File: src/rtl/mem_stage_if.sv
// Data-memory port of the memory stage: request channel (valid/ready) plus
// an unhandshaked load-response channel carrying a full doubleword.
interface mem_stage_if;
  logic        req_valid;
  logic        req_ready;
  logic [63:0] req_addr;
  logic        req_write;
  logic [63:0] req_wdata;
  logic [7:0]  req_wmask;
  logic        resp_valid;
  logic [63:0] resp_rdata;

  modport master (
    output req_valid, req_addr, req_write, req_wdata, req_wmask,
    input  req_ready, resp_valid, resp_rdata
  );

  modport slave (
    input  req_valid, req_addr, req_write, req_wdata, req_wmask,
    output req_ready, resp_valid, resp_rdata
  );
endinterface

File: src/rtl/mem_stage.sv
// mem_stage: memory stage of the in-order backend.
// Single-entry stage register with an IDLE/ALU/REQ/RESP FSM. Issues loads and
// stores on the dmem port, aligns/extends load data, bypasses the completing
// result to EX and registers it for writeback.
// Optional feature: define MEM_MISALIGN_CHECK_EN to complete misaligned
// loads/stores in the REQ cycle without a request and flag wb_misalign.
module mem_stage (
  input  logic              clock,
  input  logic              reset,
  input  logic              ex_valid,
  input  logic [63:0]       ex_pc,
  input  logic [31:0]       ex_instr,
  input  logic [4:0]        ex_rd,
  input  logic              ex_need_to_wb,
  input  logic              ex_is_load,
  input  logic              ex_is_store,
  input  logic              ex_is_unsigned,
  input  logic [3:0]        ex_ls_size,
  input  logic [63:0]       ex_ls_address,
  input  logic [63:0]       ex_store_data,
  input  logic [63:0]       ex_result,
  output logic              mem_stall,
  mem_stage_if.master       dmem,
  output logic              wb_valid,
  output logic [63:0]       wb_pc,
  output logic [31:0]       wb_instr,
  output logic [4:0]        wb_rd,
  output logic              wb_need_to_wb,
  output logic [63:0]       wb_result,
  output logic              wb_misalign,
  output logic [4:0]        mem_byp_rd,
  output logic              mem_byp_need_to_wb,
  output logic [63:0]       mem_byp_result
);

  typedef enum logic [1:0] {S_IDLE, S_ALU, S_REQ, S_RESP} state_t;

  state_t      state, state_nxt;

  logic [63:0] e_pc;
  logic [31:0] e_instr;
  logic [4:0]  e_rd;
  logic        e_need;
  logic        e_load;
  logic        e_store;
  logic        e_unsigned;
  logic [3:0]  e_size;
  logic [63:0] e_addr;
  logic [63:0] e_sdata;
  logic [63:0] e_result;

  logic        misaligned;
  logic        done;
  logic        accept;
  logic        req_valid;
  logic [2:0]  offset;
  logic [5:0]  shamt;
  logic [7:0]  mask_base;
  logic [63:0] rd_shifted;
  logic [63:0] load_data;
  logic [63:0] result;
  logic        byp_need;

  // Stage register: captured on accept, cleared by reset
  always_ff @(posedge clock or posedge reset) begin
    if (reset) begin
      e_pc       <= '0;
      e_instr    <= '0;
      e_rd       <= '0;
      e_need     <= 1'b0;
      e_load     <= 1'b0;
      e_store    <= 1'b0;
      e_unsigned <= 1'b0;
      e_size     <= '0;
      e_addr     <= '0;
      e_sdata    <= '0;
      e_result   <= '0;
    end else if (accept) begin
      e_pc       <= ex_pc;
      e_instr    <= ex_instr;
      e_rd       <= ex_rd;
      e_need     <= ex_need_to_wb;
      e_load     <= ex_is_load;
      e_store    <= ex_is_store;
      e_unsigned <= ex_is_unsigned;
      e_size     <= ex_ls_size;
      e_addr     <= ex_ls_address;
      e_sdata    <= ex_store_data;
      e_result   <= ex_result;
    end
  end

`ifdef MEM_MISALIGN_CHECK_EN
  // Misalignment is only meaningful while the access sits in REQ
  always_comb begin
    misaligned = 1'b0;
    if (state == S_REQ && (e_load || e_store)) begin
      if (e_size[3])      misaligned = |e_addr[2:0];
      else if (e_size[2]) misaligned = |e_addr[1:0];
      else if (e_size[1]) misaligned = e_addr[0];
    end
  end
`else
  // No alignment check in this build
  always_comb begin
    misaligned = 1'b0;
  end
`endif

  // Completion, accept and stall handshakes with EX
  always_comb begin
    done = (state == S_ALU)
         | ((state == S_REQ) && misaligned)
         | ((state == S_REQ) && e_store && dmem.req_ready && !misaligned)
         | ((state == S_RESP) && dmem.resp_valid);
    accept    = ex_valid && ((state == S_IDLE) || done);
    mem_stall = ex_valid && !((state == S_IDLE) || done);
  end

  // Next-state logic
  always_comb begin
    state_nxt = state;
    if (accept)
      state_nxt = (ex_is_load || ex_is_store) ? S_REQ : S_ALU;
    else if (done)
      state_nxt = S_IDLE;
    else if (state == S_REQ && dmem.req_ready && e_load && !misaligned)
      state_nxt = S_RESP;
  end

  // State register
  always_ff @(posedge clock or posedge reset) begin
    if (reset) state <= S_IDLE;
    else       state <= state_nxt;
  end

  // Request drive: zero outside REQ so the port is quiet when idle
  always_comb begin
    offset    = e_addr[2:0];
    shamt     = {offset, 3'b000};
    req_valid = (state == S_REQ) && !misaligned;
    if (e_size[0])      mask_base = 8'h01;
    else if (e_size[1]) mask_base = 8'h03;
    else if (e_size[2]) mask_base = 8'h0F;
    else if (e_size[3]) mask_base = 8'hFF;
    else                mask_base = 8'h00;
    dmem.req_valid = req_valid;
    dmem.req_write = req_valid && e_store;
    dmem.req_addr  = req_valid ? {e_addr[63:3], 3'b000} : '0;
    dmem.req_wdata = req_valid ? (e_sdata << shamt) : '0;
    dmem.req_wmask = req_valid ? (mask_base << offset) : '0;
  end

  // Load alignment and extension; bytes shifted in from above byte 7 are zero
  always_comb begin
    rd_shifted = dmem.resp_rdata >> shamt;
    if (e_size[0])
      load_data = {{56{!e_unsigned && rd_shifted[7]}}, rd_shifted[7:0]};
    else if (e_size[1])
      load_data = {{48{!e_unsigned && rd_shifted[15]}}, rd_shifted[15:0]};
    else if (e_size[2])
      load_data = {{32{!e_unsigned && rd_shifted[31]}}, rd_shifted[31:0]};
    else
      load_data = rd_shifted;
  end

  // Result selection and bypass back into EX
  always_comb begin
    if (misaligned)   result = '0;
    else if (e_load)  result = load_data;
    else if (e_store) result = '0;
    else              result = e_result;
    byp_need           = done && e_need && !e_store && !misaligned;
    mem_byp_rd         = e_rd;
    mem_byp_need_to_wb = byp_need;
    mem_byp_result     = result;
  end

  // Writeback registers: load on done, otherwise hold with wb_valid low
  always_ff @(posedge clock or posedge reset) begin
    if (reset) begin
      wb_valid      <= 1'b0;
      wb_pc         <= '0;
      wb_instr      <= '0;
      wb_rd         <= '0;
      wb_need_to_wb <= 1'b0;
      wb_result     <= '0;
      wb_misalign   <= 1'b0;
    end else begin
      wb_valid <= done;
      if (done) begin
        wb_pc         <= e_pc;
        wb_instr      <= e_instr;
        wb_rd         <= e_rd;
        wb_need_to_wb <= byp_need;
        wb_result     <= result;
        wb_misalign   <= misaligned;
      end
    end
  end

endmodule
File: src/flat_wrapper.sv
// flat-port wrapper written by rule: the top's interface ports become plain ports
module mem_stage_flat 
  (clock, reset, ex_valid, ex_pc, ex_instr, ex_rd, ex_need_to_wb, ex_is_load, ex_is_store, ex_is_unsigned, ex_ls_size, ex_ls_address, ex_store_data, ex_result, mem_stall, wb_valid, wb_pc, wb_instr, wb_rd, wb_need_to_wb, wb_result, wb_misalign, mem_byp_rd, mem_byp_need_to_wb, mem_byp_result, dmem_req_valid, dmem_req_addr, dmem_req_write, dmem_req_wdata, dmem_req_wmask, dmem_req_ready, dmem_resp_valid, dmem_resp_rdata);
  mem_stage_if dmem_i ();
  input  logic clock;
  input  logic reset;
  input  logic ex_valid;
  input  logic [63:0] ex_pc;
  input  logic [31:0] ex_instr;
  input  logic [4:0] ex_rd;
  input  logic ex_need_to_wb;
  input  logic ex_is_load;
  input  logic ex_is_store;
  input  logic ex_is_unsigned;
  input  logic [3:0] ex_ls_size;
  input  logic [63:0] ex_ls_address;
  input  logic [63:0] ex_store_data;
  input  logic [63:0] ex_result;
  output logic mem_stall;
  output logic wb_valid;
  output logic [63:0] wb_pc;
  output logic [31:0] wb_instr;
  output logic [4:0] wb_rd;
  output logic wb_need_to_wb;
  output logic [63:0] wb_result;
  output logic wb_misalign;
  output logic [4:0] mem_byp_rd;
  output logic mem_byp_need_to_wb;
  output logic [63:0] mem_byp_result;
  output wire logic [$bits(dmem_i.req_valid)-1:0] dmem_req_valid;
  output wire logic [$bits(dmem_i.req_addr)-1:0] dmem_req_addr;
  output wire logic [$bits(dmem_i.req_write)-1:0] dmem_req_write;
  output wire logic [$bits(dmem_i.req_wdata)-1:0] dmem_req_wdata;
  output wire logic [$bits(dmem_i.req_wmask)-1:0] dmem_req_wmask;
  input wire logic [$bits(dmem_i.req_ready)-1:0] dmem_req_ready;
  input wire logic [$bits(dmem_i.resp_valid)-1:0] dmem_resp_valid;
  input wire logic [$bits(dmem_i.resp_rdata)-1:0] dmem_resp_rdata;
  assign dmem_req_valid = dmem_i.req_valid;
  assign dmem_req_addr = dmem_i.req_addr;
  assign dmem_req_write = dmem_i.req_write;
  assign dmem_req_wdata = dmem_i.req_wdata;
  assign dmem_req_wmask = dmem_i.req_wmask;
  assign dmem_i.req_ready = dmem_req_ready;
  assign dmem_i.resp_valid = dmem_resp_valid;
  assign dmem_i.resp_rdata = dmem_resp_rdata;
  mem_stage u_core (.clock(clock), .reset(reset), .ex_valid(ex_valid), .ex_pc(ex_pc), .ex_instr(ex_instr), .ex_rd(ex_rd), .ex_need_to_wb(ex_need_to_wb), .ex_is_load(ex_is_load), .ex_is_store(ex_is_store), .ex_is_unsigned(ex_is_unsigned), .ex_ls_size(ex_ls_size), .ex_ls_address(ex_ls_address), .ex_store_data(ex_store_data), .ex_result(ex_result), .mem_stall(mem_stall), .dmem(dmem_i), .wb_valid(wb_valid), .wb_pc(wb_pc), .wb_instr(wb_instr), .wb_rd(wb_rd), .wb_need_to_wb(wb_need_to_wb), .wb_result(wb_result), .wb_misalign(wb_misalign), .mem_byp_rd(mem_byp_rd), .mem_byp_need_to_wb(mem_byp_need_to_wb), .mem_byp_result(mem_byp_result));
endmodule
File: config.mk
export PLATFORM = sky130hd
export DESIGN_NAME = mem_stage_flat
export DESIGN_NICKNAME = d
export VERILOG_FILES = /design/src/rtl/mem_stage_if.sv /design/src/rtl/mem_stage.sv /design/src/flat_wrapper.sv
export SDC_FILE = /design/constraint.sdc
export NUM_CORES = 1
export LEC_CHECK = 0
export ABC_AREA = 1
export CORE_AREA = 2 2 290 292
export CTS_CLUSTER_DIAMETER = 30
export CTS_CLUSTER_SIZE = 20
export DETAILED_ROUTE_END_ITERATION = 10
export DIE_AREA = 0 0 292 294
export PLACE_DENSITY_LB_ADDON = 0.15
export SLEW_MARGIN = 10
export SYNTH_ARGS = -nofsm -noshare
export SYNTH_HDL_FRONTEND = slang
export SYNTH_SLANG_ARGS = --single-unit
File: constraint.sdc
create_clock -name clock -period 16.75 [get_ports clock]
set_clock_uncertainty 0.1 [all_clocks]
set_input_delay 3.35 -clock clock [delete_from_list [all_inputs] [get_ports clock]]
set_output_delay 3.35 -clock clock [all_outputs]
set_load 0.01 [all_outputs]
# Yosys cells after proc, flatten, opt, wreduce, memory -nomap -nowiden
# Cells that the tools add are included.
# totals
register_bits	470
latchBits	0
ramBits	0
rom_bits	0
elab_cells	61
n_memories	0
# classes
n_addsub	0
n_mul	0
div_mod_pow	0
n_lt_le_gt_ge	0
eq_ne	3
shifts	3
mux	16
bitwise_logic	2
n_reduce_logical	19
# op_table
operator	count
two-way mux 64 bit	7
left shift 64 x 6 -> 64 bit	1
right shift 64 x 6 -> 64 bit	1
two-way mux 8 bit	5
logical AND 1 bit	12
two-way mux 2 bit	4
left shift 8 x 3 -> 8 bit	1
== test 2 bit, second input constant	2
logical NOT 1 bit	3
nonzero test 3 bit	1
== test 2 x 1 -> 1 bit, second input constant	1
logical NOT 2 bit	1
logical OR 1 bit	2
OR 1 bit	2

# Longest topological paths before layout
# logic_depth
word_depth	8
ltp_mapped	15

# Least setup slack after synthesis
# No wires, ideal clock.
# synth_path
path_type	input to output
start	input dmem_resp_rdata[63]
end	output mem_byp_result[27]
arrival_time_ns	4.328
slack_ns	8.972
cell_stages	12
cell_sequence	nand2_1 nand3_2 nand3_2 nand2_2 nand2_4 nand2_4 nand2_4 buf_6 buf_8 nand2_1 nand2_1 nand2_1
# synth_via
elab_chain_len	5
# synth_lines
element	line_no	rtl
start, declared	flat_wrapper.sv:37	input wire logic [$bits(dmem_i.resp_rdata)-1:0] dmem_resp_rdata;
right shift 64 x 6 -> 64 bit *	mem_stage.sv:156	rd_shifted = dmem.resp_rdata >> shamt;
logical AND 1 bit	mem_stage.sv:160	load_data = {{48{!e_unsigned && rd_shifted[15]}}, rd_shifted[15:0]};
two-way mux 64 bit	mem_stage.sv:159	else if (e_size[1])
two-way mux 64 bit *	mem_stage.sv:157	if (e_size[0])
two-way mux 64 bit *	mem_stage.sv:170	else if (e_load) result = load_data;
end, declared	flat_wrapper.sv:29	output logic [63:0] mem_byp_result;
# Mark *: on every way between the ends. The rest lies on a longest branch, timed or not.

# Worst setup path after layout
# layout_path
start	input dmem_resp_valid
end	output mem_stall
# layout_via
elab_chain_len	5
# layout_lines
element	line_no	rtl
start, declared	flat_wrapper.sv:36	input wire logic [$bits(dmem_i.resp_valid)-1:0] dmem_resp_valid;
logical AND 1 bit	mem_stage.sv:115	| ((state == S_RESP) && dmem.resp_valid);
OR 1 bit	mem_stage.sv:115	
logical OR 1 bit	mem_stage.sv:117	mem_stall = ex_valid && !((state == S_IDLE) || done);
logical NOT 1 bit	mem_stage.sv:117	
logical AND 1 bit	mem_stage.sv:117	
end, declared	flat_wrapper.sv:19	output logic mem_stall;
# Every way passes these cells.

==> out/results.ini <==
[status]
outcome = completed

[pwr]
irDropWorstVdd_uv = 110
power_density_nw_per_um2 = 236
p_leak_nw = 17.7

[sta]
setup-tns-final_ns = 0
setup_viol = 0
drv_slew = 0
slew_headroom_pct = 28.7
min_period_ns = 9.60
fmax_mhz = 104
fin_crit_sh_pct = 57.3
hold_viol_final = 0
max_slew.worst_pin.slew_ns = 1.07
finalWorstSetupSlack_ns = 7.15
rsz0062_at_grt = no

[clock_network]
postCtsSetupBuffers = 0
clockBufferDepth = 3
cts.htree.levels = 4
cts_num_sinks = 470
hold_buffers = 0
clkLatencyLatePin_ns = 0.71
clk_pin_slew_ns = 0.04
ctsResizeCount = 0
cts_tree = yes
ctsRootBufferMaster = clkbuf_16
numCtsBuffers = 140

[cells_and_area]
nFillCells = 8474
post-route-util_pct = 43.4
syn2layout_area_growth_pct = 57.4
final_nets = 4217
drive_above_1_share_pct = 7.13
final_area_um2 = 36000

[grt]
grt_antenna_before_repair = 28
track_usage_pct = 23.6
grt_overflow = 0
first_global_vias = 23000
grt_pass1_wl_um = 151000
grt_max_degree = 143

[placed_design]
place_area_um2 = 31000
place_hpwl_um = 71300
finalWeightedCongestion = 0.899
post-place-ws_ns = 7.01
io_buffers = 742

[critical_path]
cp.required_ns = 13.30
worst_path_most_repeated_cell = clkdlybuf4s50_1
cp.arrival_ns = 6.15
crit_family = buffers and inverters
path_max_fanout = 87
critPathKind = in -> out
path_cells = clkdlybuf4s50_1, o21ai_1, nand2_4, inv_6, o21ai_2, nor2_1, clkdlybuf4s50_1
critPathBufInv = 3
crit_slowest_cell = inv_6
critPathLaunchType = primary input
cpPeakStageDelay_ns = 0.72
critPathCaptureType = output port

[die]
rows = 106
die_area_um2 = 85800
die_h_um = 294
die_x_um = 292
core-area_um2 = 82900
io_pins = 747
start_util_pct = 27.6

[detailed_routing]
ant_nets = 0
drcViolationCount = 0
finalWirelength_um = 103000
first_pass_iters = 5
routedWlPerCell_um = 20.4
via_per_inst = 4.56
vias = 23000
drtIter0Drc = 1612

[hold_path]
holdCritPathClass = reg -> reg

[yosys]
syn_avg_cell_area_um2 = 7.27
ys_seq_area_share_pct = 51.5
ys_types = 33
syn-cell-area_um2 = 22900
yosysWarnings = 0
synthCells = 3143
ys_ff_latch = 470

[flow_run]
max_cap_viol_count = 0

## per-layer routing
| layer | global-route usage, % | routed length (um) | up-vias |
|---|---|---|---|
| met2 | 38.9 | 49200 | 832 |
| met4 | 10.7 | 3760 | 30 |
| met5 | 0 | 188 | - |
| li1 | - | - | 11300 |
| met3 | 7.82 | 8580 | 200 |
| met1 | 27.8 | 41100 | 10700 |
## through the flow
step / instances / power (mW) / hold WS, ns
final: 5049 / 8.49 / 0.350
after detailed placement: 4785 / 5.76 / 0.357
after floorplan: 3146 / 3.99 / 0.349
after global routing: 5046 / 9.05 / 0.383
after CTS: 5037 / 8.59 / 0.363
after global placement: 4785 / 5.75 / 0.353
## power by group
part	internal, mW	switching (mW)	leakage, nW
registers	1.67	0.316	5.88
logic	1.43	2.32	9.42
clock network	1.95	0.811	2.40
## cell usage in the layout, fill, tap and decap left out, drive strengths merged, types with 7 or more instances in the layout
master,netlist,final
o21ai,203,203
a21oi,38,38
o22ai,29,29
inv,106,110
or2,8,8
clkinv,0,28
nor2,137,137
mux2i,17,17
dfrtp,470,470
a31oi,8,8
clkdlybuf4s50,0,742
bufinv,0,20
o211ai,25,25
nand2,1794,1794
buf,116,29
a22o,18,18
nand3,59,59
clkinvlp,0,7
clkbuf,96,193
diode,0,12
## area by class of cell
| class | instances | area (um^2) | share of cell area (%) |
|---|---|---|---|
| Inverter | 106 | 419 | 1.17 |
| Tap cell | 1080 | 1350 | 3.76 |
| Timing Repair Buffer | 771 | 7660 | 21.3 |
| Sequential cell | 470 | 11800 | 32.7 |
| Multi-Input combinational cell | 2358 | 9770 | 27.2 |
| Clock inverter | 59 | 1030 | 2.86 |
| Clock buffer | 193 | 3940 | 11.0 |
| Antenna cell | 12 | 30.0 | 0.0835 |
## worst register-to-register path, delay by kind of cell, from the launching register on
family | cells | cell delay, ns
DFF | 1 | 0.37
and+or+nand+nor | 5 | 1.48
AOI/OAI and AO/OA | 2 | 0.45
buffers and inverters | 6 | 3.24
## path summary, 6_finish.rpt
| check | startpoint | endpoint | slack [ns] | cells past startpoint |
|---|---|---|---|---|
| max | dmem_resp_valid | mem_stall | 7.15 | 7 |
| min reg2reg | u_core.e_instr[9] | u_core.wb_instr[9] | 0.35 | 2 |
| min in group asynchronous | reset | u_core.e_instr[12] | 3.09 | 2 |
| min | u_core.e_instr[9] | u_core.wb_instr[9] | 0.35 | 2 |
| max in group asynchronous | reset | u_core.e_result[23] | 11.23 | 4 |
| max reg2reg | u_core.state[1] | u_core.e_sdata[8] | 11.05 | 13 |
## state kept, by name, indices dropped and copies added (netlist names)
name and flops:
u_core.mem_byp_rd 5, u_core.wb_need_to_wb 1, u_core.e_pc 64, u_core.e_load 1
u_core.e_result 64, u_core.e_sdata 64, u_core.wb_pc 64, u_core.wb_rd 5
u_core.e_store 1, u_core.e_need 1, u_core.wb_instr 32, u_core.wb_valid 1
u_core.e_instr 32, u_core.wb_result 64, u_core.e_addr 64, u_core.e_size 4
u_core.e_unsigned 1, u_core.state 2
## kinds of logic (layout without fill, tap and decap cells)
| kind of cell | after synthesis | count (layout) | share of synthesized area (%) |
|---|---|---|---|
| other | 1 | 16 | 0.0164 |
| buffers and inverters | 318 | 1129 | 5.98 |
| AOI/OAI and AO/OA | 331 | 331 | 8.15 |
| muxes | 17 | 17 | 0.744 |
| DFF | 470 | 470 | 51.5 |
| and+or+nand+nor | 2006 | 2006 | 33.6 |
## synth_stat cells
library cell / count / area [um^2]
a211o_1: 1 / 8.76
a21boi_0: 2 / 15.0
a21oi_1: 38 / 190
a22o_1: 18 / 158
a31oi_1: 8 / 50.1
buf_1: 20 / 75.1
buf_2: 82 / 410
buf_4: 10 / 75.1
buf_6: 3 / 33.8
buf_8: 1 / 15.0
clkbuf_1: 96 / 360
conb_1: 1 / 3.75
dfrtp_1: 470 / 11800
inv_1: 101 / 379
inv_2: 5 / 18.8
mux2i_1: 17 / 170
nand2_1: 1788 / 6710
nand2_2: 2 / 12.5
nand2_4: 4 / 45.0
nand3_1: 56 / 280
nand3_2: 3 / 30.0
nand4_1: 6 / 37.5
nor2_1: 137 / 514
nor3_1: 2 / 10.0
o211ai_1: 25 / 188
o21ai_0: 96 / 480
o21ai_1: 106 / 531
o21ai_2: 1 / 8.76
o21bai_1: 3 / 22.5
o22ai_1: 29 / 181
o31ai_1: 4 / 30.0
or2_1: 3 / 18.8
or2_2: 5 / 31.3
(Power assumes the default switching activity.)
